### config.mk
export PLATFORM = sky130hd
export DESIGN_NAME = uart_tx_feeder
export DESIGN_NICKNAME = d
export VERILOG_FILES = /design/src/rtl/uart_tx_feeder.sv
export SDC_FILE = /design/constraint.sdc
export NUM_CORES = 1
export LEC_CHECK = 0
export ABC_AREA = 1
export CAP_MARGIN = 25
export CORE_MARGIN = 1
export CORE_UTILIZATION = 25
export CTS_CLUSTER_DIAMETER = 100
export DETAILED_ROUTE_END_ITERATION = 10
export GPL_ROUTABILITY_DRIVEN = 0
export SETUP_SLACK_MARGIN = 0.3
export SLEW_MARGIN = 20
export SYNTH_ARGS = -nofsm -noshare
export SYNTH_HDL_FRONTEND = slang
export SYNTH_SLANG_ARGS = --single-unit
### constraint.sdc
create_clock -name clk -period 2.08 [get_ports clk]
set_input_delay 0.624 -clock clk [delete_from_list [all_inputs] [get_ports clk]]
set_output_delay 0.624 -clock clk [all_outputs]
set_load 0.1 [all_outputs]
### src/rtl/uart_tx_feeder.sv
// uart_tx_feeder: FIFO-buffered launcher that feeds one byte per frame to a UART TX FSM.
//   clk, rst              : clock, synchronous active-high reset
//   wr_en, wr_data        : host byte write (dropped when full)
//   tx_en                 : allows a new frame to start
//   tx_done               : end-of-frame pulse from the transmitter
//   ovf_clr               : clears the sticky overflow flag
//   tx_start, tx_data     : one-cycle launch pulse and the byte held for the frame
//   busy                  : high from launch through the end of the guard gap
//   full, empty, count    : FIFO occupancy (registered)
//   overflow              : sticky dropped-write flag
module uart_tx_feeder #(
    parameter int DEPTH      = 16,
    parameter int ADDR_W     = 4,
    parameter int GAP_CYCLES = 0
) (
    input  logic              clk,
    input  logic              rst,
    input  logic              wr_en,
    input  logic [7:0]        wr_data,
    input  logic              tx_en,
    input  logic              tx_done,
    input  logic              ovf_clr,
    output logic              tx_start,
    output logic [7:0]        tx_data,
    output logic              busy,
    output logic              full,
    output logic              empty,
    output logic [ADDR_W:0]   count,
    output logic              overflow
);
    typedef enum logic [1:0] {IDLE, LAUNCH, WAIT_DONE, GAP} state_t;
    localparam int GW = (GAP_CYCLES > 1) ? $clog2(GAP_CYCLES) : 1;
    localparam logic [ADDR_W:0] FULL_CNT = (ADDR_W+1)'(DEPTH);
    state_t state, state_nx;
    logic [7:0] mem [DEPTH];
    logic [ADDR_W-1:0] wr_ptr, rd_ptr;
    logic [GW-1:0] gap_cnt, gap_nx;
    logic [ADDR_W:0] count_nx;
    logic push, pop, drop;
    // full is never bypassed by a same-cycle pop: the write is judged on the held count
    assign push = wr_en && !full;
    assign drop = wr_en && full;
    assign pop  = (state == IDLE) && tx_en && !empty;
    assign count_nx = (push && !pop) ? count + 1'b1 : (pop && !push) ? count - 1'b1 : count;
    always_comb begin
        state_nx = state;
        gap_nx   = gap_cnt;
        tx_start = 1'b0;
        busy     = 1'b0;
        case (state)
            IDLE: state_nx = pop ? LAUNCH : IDLE;
            LAUNCH: begin
                tx_start = 1'b1;
                busy     = 1'b1;
                state_nx = WAIT_DONE;
            end
            WAIT_DONE: begin
                busy = 1'b1;
                if (tx_done) begin
                    state_nx = (GAP_CYCLES > 0) ? GAP : IDLE;
                    gap_nx   = GW'(GAP_CYCLES - 1);
                end
            end
            GAP: begin
                busy     = 1'b1;
                gap_nx   = gap_cnt - 1'b1;
                state_nx = (gap_cnt == '0) ? IDLE : GAP;
            end
            default: state_nx = IDLE;
        endcase
    end
    always_ff @(posedge clk) begin
        if (rst) begin
            state    <= IDLE;
            gap_cnt  <= '0;
            wr_ptr   <= '0;
            rd_ptr   <= '0;
            count    <= '0;
            full     <= 1'b0;
            empty    <= 1'b1;
            tx_data  <= '0;
            overflow <= 1'b0;
        end else begin
            state    <= state_nx;
            gap_cnt  <= gap_nx;
            count    <= count_nx;
            full     <= count_nx == FULL_CNT;
            empty    <= count_nx == '0;
            overflow <= drop || (overflow && !ovf_clr);
            if (push) wr_ptr <= wr_ptr + 1'b1;
            if (pop) begin
                rd_ptr  <= rd_ptr + 1'b1;
                tx_data <= mem[rd_ptr];
            end
        end
    end
    always_ff @(posedge clk) begin
        if (push) mem[wr_ptr] <= wr_data;
    end
endmodule

==> results.json <==
{
  "maxSlewViolCount": 0,
  "p_seq_frac": 0.403,
  "vias_per_cell": 4.50,
  "cpPeakStageDelay_ps": 480,
  "ys_ff_latch": 155,
  "start_kind": "flop",
  "netlist_instances": 608,
  "yosysMostFrequentCell": "nor2_1",
  "rrSetupSlack_ps": 430,
  "clock_power_share": 0.354,
  "p_per_area_mw_per_mm2": 1070,
  "antenna_found_initial": 0,
  "synth.largest_area_cell": "edfxtp_1",
  "drt_iter0_drc": 321,
  "min_from": "wr_ptr[2]$_SDFFE_PP0P_",
  "clk_pin_slew_ps": 60,
  "fin_crit_ps": 1730,
  "postSynthAreaPerCell_um2": 11.0,
  "holdPathEnd": "wr_ptr[2]$_SDFFE_PP0P_",
  "start_util": 0.255,
  "rows": 59,
  "synth_ff_type": "edfxtp_1",
  "coreArea_mm2": 0.0261,
  "p_int_mw": 6.26,
  "yosysWarnings": 0,
  "worst_path_max_delay_cell": "dfxtp_1",
  "num-fill-cells": 2673,
  "cap_violations": 0,
  "cts_made_buffers": 17,
  "status": "finished clean",
  "path_buf_inv": 1,
  "worst-r2r-cell-count": 8,
  "grt_pass1_wl_um": 25000,
  "area_growth_pct": 26.1,
  "stdcell_area_mm2": 0.00841,
  "fin_nets": 700,
  "clk_latency_ps": 420,
  "htreeDepth": 4,
  "critPathMaxFanout": 5,
  "final-hold-violation-count": 0,
  "dp_cells": 992,
  "timing.rr.start": "rd_ptr[0]$_SDFFE_PP0P_",
  "die_area_mm2": 0.0273,
  "clock-sinks": 155,
  "remaining_drc_errors": 0,
  "fin_crit_sh": 0.832,
  "fp.dieW_um": 165,
  "synthTopCellsByArea": "edfxtp_1 (58%), dfxtp_1 (8.1%), nor2_1 (7.6%), nand3_1 (5.0%), nand2_1 (3.0%)",
  "clock_path_buffers": 2,
  "port-buffer-count": 31,
  "max_slew_margin": 0.739,
  "p_leak_nw": 3.02,
  "grt_max_degree": 75,
  "worst_slack_ps": 350,
  "synth_edf_count": 128,
  "cts_tree": "done",
  "layout-drive-gt1-share": 0.233,
  "hold_class": "flop to flop",
  "firstDrtPassIters": 5,
  "synth.distinct_cells": 32,
  "stdcell_count": 1026,
  "vdd_drop_max_uv": 624,
  "synth_top_area_frac": 0.576,
  "die-height_um": 165,
  "switching_share": 0.306,
  "clock_skew_ps": 8.28,
  "ant_nets": 0,
  "r2r_end": "tx_data[5]$_SDFFE_PP0P_",
  "ios": 32,
  "grt_pass1_vias": 4519,
  "whs_path_depth": 2,
  "setup_viol": 0,
  "clockRootBuffer": "clkbuf_16",
  "hpwl_um": 10600,
  "preCtsSetupSlack_ps": -80.5,
  "rsz0062_at_grt": "yes",
  "holdWs_ps": 512,
  "clock.fmax_ghz": 0.578,
  "tightest_slew_ps": 388,
  "path_delay_family": "flip-flops",
  "synth.top_cells.by_count": "nor2_1 (135), edfxtp_1 (128), nand3_1 (66)",
  "seq_area_frac_synth": 0.657,
  "dpl_cell_area_mm2": 0.00776,
  "ys_async_sr_fraction": 0,
  "end_kind": "primary output",
  "p_sw_mw": 2.76,
  "postCtsHoldBufs": 0,
  "synth_area_mm2": 0.00667,
  "worstPathCellList": "buf_12",
  "routed_wl_um": 15700,
  "synthesis.nets": 629,
  "grt_overflow": 0,
  "path_class": "flop to primary output",
  "pwr-share-comb": 0.243,
  "cp.arrival_ps": 1110,
  "num_vias": 4619,
  "final_core_util": 0.322,
  "grtUsageTotal": 0.123,
  "wl_per_cell_um": 15.3,
  "antenna-diode-count": 0,
  "cp.required_ps": 1460
}
-- metrics by stage --
step / power, mW / TNS, ps
global placement: 5.87 / -2620
CTS: 9.06 / 0
finish: 9.02 / 0
detailed placement: 5.89 / -1320
global route: 9.40 / 0
floorplan: 5.18 / 0
-- power groups by stage --
stage | sequential, mW | clock [mW] | combinational (mW)
2_1_floorplan | 4.11 | 0 | 1.07
3_3_place_gp | 3.70 | 0 | 2.17
3_5_place_dp | 3.70 | 0 | 2.19
4_1_cts | 3.63 | 3.23 | 2.20
5_1_grt | 3.65 | 3.36 | 2.39
6_report | 3.63 | 3.19 | 2.19
-- state kept, by name, summed over array words and instances, names as in the netlist --
register,flops
mem,128
state,2
empty,1
rd_ptr,4
gap_cnt,1
overflow,1
tx_data,8
full,1
count,5
wr_ptr,4
-- routing by layer --
layer | track usage | part of all wire | vias to the layer above
li1 | - | - | 2238
met1 | 0.162 | 0.46 | 2246
met2 | 0.198 | 0.48 | 118
met3 | 0.0220 | 0.045 | 17
met4 | 0.0496 | 0.017 | 0
met5 | 0 | 0 | -
-- worst max path at each step --
| stage | startpoint | to | cells after the start |
|---|---|---|---|
| after floorplan | count[3]$_SDFF_PP0_ | full$_SDFF_PP0_ | 5 |
| after global placement | wr_en | mem[3][5]$_DFFE_PP_ | 6 |
| after detailed placement | wr_en | mem[3][5]$_DFFE_PP_ | 6 |
| after CTS | state[1]$_SDFFE_PP0P_ | busy | 3 |
| after global routing | count[3]$_SDFF_PP0_ | count[3] | 1 |
| final | count[3]$_SDFF_PP0_ | count[3] | 1 |
-- layout by cell type, fill, tap and decap left out, drive strengths merged --
cell           Yosys  routed
o211ai            16      16
clkinv             2       5
bufinv             0       4
clkdlybuf4s50      0      13
o21ai             61      61
nand3             67      67
edfxtp           128     128
nor4               1       1
nor2             149     149
inv               38      38
dfxtp             27      27
o21bai             1       1
clkbuf             5      19
a21oi             16      16
nand2             61      61
nand4              1       1
ha                 7       7
buf               24      68
nand3b             2       2
clkinvlp           0       5
nor3               2       2
-- cell families after synthesis --
group / Yosys count / share of synthesized area
adder cells (fa/ha/maj): 7 / 0.0131
AO/OA/AOI/OAI: 94 / 0.0840
flip-flops: 155 / 0.657
AND/OR/NAND/NOR: 283 / 0.188
buffers and inverters: 69 / 0.0580
-- final cells by class --
class	count	area (um^2)	share of cell area
well taps	335	419	0.0498
repair buffers	81	882	0.105
clock buffers	19	433	0.0515
multi-input cells	384	1950	0.231
flip-flops and latches	155	4400	0.523
clock inverters	12	174	0.0207
inverters	40	159	0.0189
-- timing repair --
item	CTS	global route
endpoints found under the setup margin	2	16
gates resized for setup	3	7
setup buffers	1	2
(Power assumes the default switching activity.)
